$ cat src/rtl/sdio_clk_pkg.sv
// Shared types and constants for the SDIO clock-switch sequencer.
// Select encoding: clk_sel_o=1 picks clk0, 0 picks clk1.
package sdio_clk_pkg;

   typedef enum logic [2:0] {
      ST_IDLE,
      ST_WAIT_IDLE,
      ST_GATE_OFF,
      ST_SWITCH,
      ST_SETTLE,
      ST_DONE
   } sw_state_t;

   localparam int DEF_GATE_CYCLES    = 4;
   localparam int DEF_SETTLE_CYCLES  = 8;
   localparam int DEF_TIMEOUT_CYCLES = 1024;

   localparam logic SEL_CLK0 = 1'b1;
   localparam logic SEL_CLK1 = 1'b0;

   function automatic int max3(input int a, input int b, input int c);
      int m;
      m = (a > b) ? a : b;
      return (m > c) ? m : c;
   endfunction

endpackage

$ cat src/rtl/sdio_cycle_cnt.sv
// Loadable down-counter; tc_o flags the last cycle of a loaded interval.
// Saturates at zero so an unused load never wraps.
module sdio_cycle_cnt #(
   parameter int W = 4
) (
   input  logic         clk_i,
   input  logic         rst_i,
   input  logic         load_i,
   input  logic [W-1:0] load_val_i,
   output logic         tc_o
);

   logic [W-1:0] r_cnt;

   always_ff @(posedge clk_i) begin
      if (rst_i) begin
         r_cnt <= '0;
      end else if (load_i) begin
         r_cnt <= load_val_i;
      end else if (r_cnt != '0) begin
         r_cnt <= r_cnt - 1'b1;
      end
   end

   assign tc_o = (r_cnt == W'(1));

endmodule

$ cat src/rtl/sdio_clk_switch_ctrl.sv
// Clock-mux switch sequencer: wait bus idle, gate, switch select, settle, ungate, ack.
// Optional bus-idle timeout enabled by SDIO_CLK_SWITCH_TIMEOUT_EN.
module sdio_clk_switch_ctrl
   import sdio_clk_pkg::*;
#(
   parameter int GATE_CYCLES    = DEF_GATE_CYCLES,
   parameter int SETTLE_CYCLES  = DEF_SETTLE_CYCLES,
   parameter int TIMEOUT_CYCLES = DEF_TIMEOUT_CYCLES
) (
   input  logic clk_i,
   input  logic rst_i,
   input  logic sw_req_i,
   input  logic sw_sel_i,
   input  logic bus_busy_i,
   output logic clk_sel_o,
   output logic clk_en_o,
   output logic sw_ack_o,
   output logic sw_busy_o,
   output logic sw_err_o
);

   localparam int CNT_W = $clog2(max3(GATE_CYCLES, SETTLE_CYCLES, TIMEOUT_CYCLES) + 1);

   sw_state_t        r_state, w_state_next;
   logic             r_target, w_target_next;
   logic             r_idle_seen, w_idle_seen_next;
   logic             r_clk_sel, w_clk_sel_next;
   logic             r_clk_en, r_ack, r_busy, r_err;
   logic             w_err_next;
   logic             w_gated_next;
   logic             w_cnt_load;
   logic [CNT_W-1:0] w_cnt_val;
   logic             w_cnt_tc;
   logic             w_timeout;

   sdio_cycle_cnt #(.W(CNT_W)) u_cnt (
      .clk_i      (clk_i),
      .rst_i      (rst_i),
      .load_i     (w_cnt_load),
      .load_val_i (w_cnt_val),
      .tc_o       (w_cnt_tc)
   );

`ifdef SDIO_CLK_SWITCH_TIMEOUT_EN
   // Counter was loaded on WAIT_IDLE entry, so tc here means the wait budget is spent.
   assign w_timeout = (r_state == ST_WAIT_IDLE) && w_cnt_tc;
`else
   assign w_timeout = 1'b0;
`endif

   always_comb begin
      w_state_next     = r_state;
      w_target_next    = r_target;
      w_idle_seen_next = r_idle_seen;
      w_clk_sel_next   = r_clk_sel;
      w_err_next       = 1'b0;
      w_cnt_load       = 1'b0;
      w_cnt_val        = '0;
      case (r_state)
         ST_IDLE: begin
            if (sw_req_i) begin
               if (sw_sel_i != r_clk_sel) begin
                  w_target_next    = sw_sel_i;
                  w_idle_seen_next = 1'b0;
                  w_cnt_load       = 1'b1;
                  w_cnt_val        = CNT_W'(TIMEOUT_CYCLES);
                  w_state_next     = ST_WAIT_IDLE;
               end else begin
                  w_state_next = ST_DONE;
               end
            end
         end
         ST_WAIT_IDLE: begin
            // An idle window completing on the last budget cycle still wins.
            if (!bus_busy_i && r_idle_seen) begin
               w_cnt_load   = 1'b1;
               w_cnt_val    = CNT_W'(GATE_CYCLES);
               w_state_next = ST_GATE_OFF;
            end else if (w_timeout) begin
               w_err_next   = 1'b1;
               w_state_next = ST_DONE;
            end else begin
               w_idle_seen_next = !bus_busy_i;
            end
         end
         ST_GATE_OFF: begin
            if (w_cnt_tc) begin
               w_state_next = ST_SWITCH;
            end
         end
         ST_SWITCH: begin
            w_clk_sel_next = r_target;
            w_cnt_load     = 1'b1;
            w_cnt_val      = CNT_W'(SETTLE_CYCLES);
            w_state_next   = ST_SETTLE;
         end
         ST_SETTLE: begin
            if (w_cnt_tc) begin
               w_state_next = ST_DONE;
            end
         end
         ST_DONE: begin
            w_state_next = ST_IDLE;
         end
         default: begin
            w_state_next = ST_IDLE;
         end
      endcase
   end

   assign w_gated_next = (w_state_next == ST_GATE_OFF) ||
                         (w_state_next == ST_SWITCH)   ||
                         (w_state_next == ST_SETTLE);

   always_ff @(posedge clk_i) begin
      if (rst_i) begin
         r_state     <= ST_IDLE;
         r_target    <= SEL_CLK1;
         r_idle_seen <= 1'b0;
         r_clk_sel   <= SEL_CLK1;
         r_clk_en    <= 1'b1;
         r_ack       <= 1'b0;
         r_busy      <= 1'b0;
         r_err       <= 1'b0;
      end else begin
         r_state     <= w_state_next;
         r_target    <= w_target_next;
         r_idle_seen <= w_idle_seen_next;
         r_clk_sel   <= w_clk_sel_next;
         r_clk_en    <= !w_gated_next;
         r_ack       <= (w_state_next == ST_DONE);
         r_busy      <= (w_state_next != ST_IDLE);
         r_err       <= w_err_next;
      end
   end

   assign clk_sel_o = r_clk_sel;
   assign clk_en_o  = r_clk_en;
   assign sw_ack_o  = r_ack;
   assign sw_busy_o = r_busy;
   assign sw_err_o  = r_err;

endmodule

$ cat config.mk
export PLATFORM = sky130hd
export DESIGN_NAME = sdio_clk_switch_ctrl
export DESIGN_NICKNAME = d
export VERILOG_FILES = /design/src/rtl/sdio_clk_pkg.sv /design/src/rtl/sdio_cycle_cnt.sv /design/src/rtl/sdio_clk_switch_ctrl.sv
export SDC_FILE = /design/constraint.sdc
export NUM_CORES = 1
export LEC_CHECK = 0
export ABC_AREA = 1
export BUFFER_PORTS_ARGS = -buffer_cell sky130_fd_sc_hd__buf_4
export CORE_ASPECT_RATIO = 1.1
export CORE_MARGIN = 2
export CORE_UTILIZATION = 61
export CTS_CLUSTER_DIAMETER = 50
export CTS_CLUSTER_SIZE = 20
export DETAILED_ROUTE_END_ITERATION = 8
export PLACE_DENSITY_LB_ADDON = 0.05
export SYNTH_ARGS = -nofsm -noshare
export SYNTH_HDL_FRONTEND = slang
export SYNTH_SLANG_ARGS = --single-unit
$ cat constraint.sdc
create_clock -name clk_i -period 2.9 [get_ports clk_i]
set_clock_uncertainty 0.05 [all_clocks]
set_input_delay 0.435 -clock clk_i [delete_from_list [all_inputs] [get_ports clk_i]]
set_output_delay 0.435 -clock clk_i [all_outputs]
set_load 0.05 [all_outputs]
==> out/results.tsv, run 1 <==
stage	metric	value	unit
critical_path	crit_arrival	1.67	ns
layout	area_delta_synth_final	11.29	%
critical_path	crit_chain	inv_1 > ha_1 > nand3_2 > nor2_2 > o21ai_0 > a21oi_1	
flow_run	maxCapViolCount	0	
placement	placedCellCount	182	
synth	synth_top_area_share	0.3649	
critical_path	rrSetupSlack	1.41	ns
critical_path	end_kind	flip-flop	
floorplanning	die_height	48.49	um
layout	design_area	1221	um^2
global_route	overflow	0	
clock_network	clk_latency	0.31	ns
floorplanning	coreArea	1742	um^2
clock_network	cts_setup_buffers	0	
clock_network	cts_tree	yes	
global_route	busiest_layer	met2	
critical_path	timing.rr.start	u_cnt.r_cnt[0]	
global_route	use_met2	0.4412	
synth	syn-instance-count	158	
critical_path	worst_r2r_endpoint	u_cnt.r_cnt[3]	
pwr	total_leakage_power	0.5639	nW
timing	rsz0062_at_grt	no	
timing	fmax	0.6724	GHz
detailed_routing	postRouteAntennaNets	0	
synth	yosysTopAreaCell	dfxtp_1	
placement	placed_cell_area	1169	um^2
detailed_routing	wl	2.237	mm
floorplanning	dieArea	2155	um^2
critical_path	start_kind	flip-flop	
timing	slew_violations	0	
clock_network	ctsResizeCount	0	
timing	setup_viol	0	
timing	fin_crit_sh	0.5128	
pwr	p_per_area	957.4	nW/um^2
global_route	use_met3	0.02985	
global_route	grt_max_degree	13	
timing	hold_ws	0.2938	ns
critical_path	cpMaxStageDelayCell	dfxtp_1	
timing	min_period	1.487	ns
detailed_routing	dr.pass1.iters	4	
floorplanning	start_util	0.6300	
critical_path	crit_path_max_fanout	8	
timing	setup_tns	0	ns
clock_network	cts.sinks	20	
placement	numPortBuffers	8	
layout	drive_above_1_share	0.1548	
clock_network	htreeDepth	1	
critical_path	crit_required	3.09	ns
clock_network	clk_path_buf_depth	2	
synth	syn_area	1097	um^2
global_route	track_usage	0.2460	
min_path	hp-class	input port to flip-flop	
global_route	grt_pass1_vias	959	
synth	seq_area_frac_synth	0.3649	
min_path	min_to	u_cnt.r_cnt[9]	
detailed_routing	route.detailed.wl_per_inst	12.03	um
pwr	peakVddDrop	616.9	uV
clock_network	cts_buffers	3	
clock_network	cts-root-buf	clkbuf_4	
timing	hold_viol	0	
critical_path	ff2ff_path_depth	6	
global_route	grt_pass1_wl	3.988	mm
synth	yosysUniqueCellTypes	24	
clock_network	clk_pin_slew	0.13	ns
detailed_routing	drc	0	
placement	place_congestion	0.9043	
synth	ys_warn_count	0	
detailed_routing	viasPerCell	5.306	
synth	synth_area_leaders	dfxtp_1 36%, nand2_1 12%, nor2_1 7.5%	
layout	layout_common_cells	35 x nand2_1, 22 x nor2_1, 20 x dfxtp_1	
detailed_routing	vias	987	
global_route	use_met1	0.2810	
synth	synth_fp_nets	166	
global_route	antenna_found_initial	0	
layout	final_cells	186	
placement	hpwlAfterDp	1.727	mm
critical_path	crit_type	flip-flop to flip-flop	
floorplanning	ioPinCount	10	
synth	syn_area_per_cell	6.945	um^2
layout	final_common_cell	nand2_1	
floorplanning	rows	16	
min_path	min_from	rst_i	
clock_network	cts_hold_buffers	0	
layout	fin_nets	177	
critical_path	max_stage_delay	0.36	ns
synth	ys_ff_latch	20	
layout	n_antenna_cell	0	
floorplanning	die_width	44.44	um
detailed_routing	drt_iter0_markers	21	
status	status	completed	
min_path	holdPathStages	2	
## metrics by stage
step           total power, mW  setup WS, ns    util
2_1_floorplan           0.8318         1.397       -
3_3_place_gp            0.9266         1.428  0.6710
3_5_place_dp            0.9385         1.408  0.6710
4_1_cts                  1.174         1.412  0.7011
5_1_grt                  1.276         1.194  0.7011
6_report                 1.169         1.413  0.7011
## cells by family after synthesis
kind of cell,count (synthesis),share of synthesized area
and+or+nand+nor,88,0.3843
buffers and inverters,21,0.07526
AOI/OAI and AO/OA,20,0.09121
DFF,20,0.3649
xor gates and xnor gates,5,0.04676
adders and majority gates,3,0.03421
other,1,0.003417
## synthesized netlist by cell type
master    instances
or2_2             1
o21ai_0           5
xnor2_1           3
nor3_1            4
buf_4             1
nor2_2            3
nand3_1          13
nand3_2           2
nand4_1           1
ha_1              3
xnor2_2           1
nand2_4           1
nor3_2            2
a21oi_1          13
nor2_1           22
nand2_1          35
xor2_1            1
inv_1            19
o21ai_1           2
conb_1            1
nand2_2           1
nor2_4            3
dfxtp_1          20
clkbuf_1          1
## state kept, by name, summed over array words and instances, names as in the netlist
name and cells:
r_target 1, sw_busy_o 1, clk_en_o 1, r_state 3, u_cnt.r_cnt 11, r_idle_seen 1, sw_ack_o 1, clk_sel_o 1
## area by class of cell
type / instances / area (um^2)
well taps: 18 / 22.52
repair buffers: 8 / 60.06
clock inverters: 1 / 30.03
multi-input cells: 117 / 614.3
inverters: 19 / 71.32
flip-flops and latches: 20 / 400.4
clock buffers: 3 / 22.52
fillers: 160 / 520.5
## power breakdown
part	leakage (nW)	total [mW]	switching, mW	internal, mW
logic	0.371	0.556	0.346	0.210
clock network	0.0279	0.230	0.0898	0.140
registers	0.165	0.383	0.0507	0.332
## critical path: cells and delay by family, from the launching register on
family	cells	cell delay (ns)
AND/OR/NAND/NOR	2	0.40
flip-flops	1	0.36
AO/OA/AOI/OAI	2	0.27
adder cells (fa/ha/maj)	1	0.21
buffers and inverters	1	0.12
## worst max path at each step
stage                        start         endpoint  cells past startpoint
floorplan                clk_sel_o   u_cnt.r_cnt[2]                      6
global placement          sw_sel_i   u_cnt.r_cnt[5]                      6
detailed placement        sw_sel_i   u_cnt.r_cnt[6]                      6
CTS                 u_cnt.r_cnt[0]  u_cnt.r_cnt[10]                      7
global route        u_cnt.r_cnt[0]   u_cnt.r_cnt[3]                      6
finish              u_cnt.r_cnt[0]   u_cnt.r_cnt[3]                      6
## layer usage
metal  vias up  share of wire  routed length, um
li1        522              -                  -
met1       439           0.40                892
met2        17           0.55               1223
met3         9          0.026                 59
met4         0          0.027                 61
met5         -              0                  0
No activity file was read; power rests on OpenSTA's default activity.
==> run 2, diff against run 1 <==
--- a/config.mk
+++ b/config.mk
@@ -9,7 +9,7 @@
 export BUFFER_PORTS_ARGS = -buffer_cell sky130_fd_sc_hd__buf_4
 export CORE_ASPECT_RATIO = 1.1
 export CORE_MARGIN = 2
-export CORE_UTILIZATION = 61
+export CORE_UTILIZATION = 57
 export CTS_CLUSTER_DIAMETER = 50
 export CTS_CLUSTER_SIZE = 20
 export DETAILED_ROUTE_END_ITERATION = 8
==> constraint.sdc (replaced) <==
create_clock -name clk_i -period 1.5 [get_ports clk_i]
set_clock_uncertainty 0.05 [all_clocks]
set_input_delay 0.225 -clock clk_i [delete_from_list [all_inputs] [get_ports clk_i]]
set_output_delay 0.225 -clock clk_i [all_outputs]
set_load 0.05 [all_outputs]
==> out/results.tsv, run 2 (synthesis results as in run 1) <==
stage	metric	value	unit
critical_path	crit_type	flip-flop to flip-flop	
global_route	track_usage	0.2032	
global_route	grt_pass1_vias	869	
floorplanning	coreArea	1802	um^2
floorplanning	die_height	50.02	um
floorplanning	die_width	45.84	um
layout	drive_above_1_share	0.1786	
placement	hpwlAfterDp	1.680	mm
placement	pre_cts_slack	0.03995	ns
clock_network	clk_latency	0.29	ns
timing	hold_ws	0.1021	ns
global_route	antenna_found_initial	0	
pwr	pwr-share-seq	0.328	
layout	final_common_cell	nand2_1	
global_route	grt_pass1_wl	3.519	mm
critical_path	crit_arrival	1.60	ns
layout	fillers	159	
layout	finalCoreUtilization	0.6854	
detailed_routing	dr.pass1.iters	4	
pwr	finalPower	2.260	mW
floorplanning	dieArea	2292	um^2
pwr	power.switching	927.9	uW
timing	rsz0062_at_grt	yes	
layout	fin_nets	177	
flow_run	maxCapViolCount	0	
min_path	hp-class	input port to flip-flop	
critical_path	crit_family	simple AND/OR/NAND/NOR gates	
pwr	total_leakage_power	0.5648	nW
global_route	grt_max_degree	13	
critical_path	crit_path_max_fanout	8	
floorplanning	ioPinCount	10	
pwr	p_comb_frac	0.483	
critical_path	cp.buffers_inverters	1	
clock_network	htreeDepth	1	
layout	largest_reg_flops	11	
clock_network	clk_path_buf_depth	2	
layout	final_cells	186	
critical_path	max_stage_delay	0.39	ns
placement	numPortBuffers	8	
floorplanning	start_util	0.6090	
layout	reg_top3	u_cnt.r_cnt x11, r_state x3	
layout	layout_common_cells	35 x nand2_1, 20 x nor2_1, 19 x inv_1, 19 x dfxtp_1	
status	status	completed	
floorplanning	rows	16	
layout	area_delta_synth_final	12.54	%
clock_network	cts_buffers	3	
layout	n_antenna_cell	0	
pwr	pwr-share-clk	0.189	
critical_path	crit_chain	inv_1 > ha_1 > nand3_2 > nor2_4 > or2_2 > a21oi_1	
detailed_routing	vias	957	
pwr	p_per_area	1830	nW/um^2
detailed_routing	viasPerCell	5.145	
detailed_routing	wl	2.081	mm
clock_network	cts_hold_buffers	0	
critical_path	start_kind	flip-flop	
timing	hold_viol	0	
pwr	swShare	0.4106	
timing	min_period	1.418	ns
clock_network	cts_tree	yes	
critical_path	crit_required	1.68	ns
clock_network	cts.sinks	20	
placement	place_congestion	0.9067	
timing	fmax	0.7052	GHz
clock_network	clk_pin_slew	0.11	ns
timing	layout_setup_ws	0.08202	ns
detailed_routing	postRouteAntennaNets	0	
clock_network	cts-root-buf	clkbuf_4	
critical_path	cpMaxStageDelayCell	dfxtp_1	
pwr	p_int	1.332	mW
critical_path	end_kind	flip-flop	
layout	regMostFlops	u_cnt.r_cnt	
timing	fin_crit_sh	0.9453	
detailed_routing	route.detailed.wl_per_inst	11.19	um
layout	design_area	1235	um^2
timing	setup_tns	0	ns
placement	placedCellCount	182	
global_route	overflow	0	
pwr	peakVddDrop	968.2	uV
placement	placed_cell_area	1170	um^2
timing	setup_viol	0	
detailed_routing	drc	0	
timing	slew_violations	0	
detailed_routing	drt_iter0_markers	16	
run 2: power by group through the flow:
stage | sequential (mW) | combinational (mW) | clock, mW
final | 0.742 | 1.09 | 0.426
after global placement | 0.746 | 1.04 | 0
after global routing | 0.756 | 1.24 | 0.456
after detailed placement | 0.751 | 1.05 | 0
after floorplan | 0.770 | 0.838 | 0
after CTS | 0.738 | 1.06 | 0.440
run 2: routing by layer:
layer | vias to the layer above | track usage | part of all wire
li1 | 517 | - | -
met1 | 430 | 0.2483 | 0.43
met2 | 8 | 0.3615 | 0.54
met3 | 2 | 0.02198 | 0.019
met4 | 0 | 0.05714 | 0.0067
met5 | - | 0 | 0
run 2: path summary, 6_finish.rpt:
check	start	end	slack [ns]	cells past startpoint
min	rst_i	u_cnt.r_cnt[9]	0.10	2
max	u_cnt.r_cnt[0]	u_cnt.r_cnt[1]	0.08	6
min reg2reg	r_target	r_target	0.41	2
max reg2reg	u_cnt.r_cnt[0]	u_cnt.r_cnt[1]	0.08	6
run 2: timing repair:
action                     CTS  global route
gates resized for setup      0             4
setup endpoints to repair    0             9
setup buffers                0             0
run 2: final cells by class:
| type | count | area (um^2) | area share |
|---|---|---|---|
| clock buffers | 3 | 22.52 | 0.01824 |
| clock inverters | 1 | 30.03 | 0.02432 |
| inverters | 19 | 71.32 | 0.05775 |
| multi-input cells | 117 | 626.9 | 0.5076 |
| flip-flops and latches | 20 | 401.6 | 0.3252 |
| well taps | 18 | 22.52 | 0.01824 |
| repair buffers | 8 | 60.06 | 0.04863 |
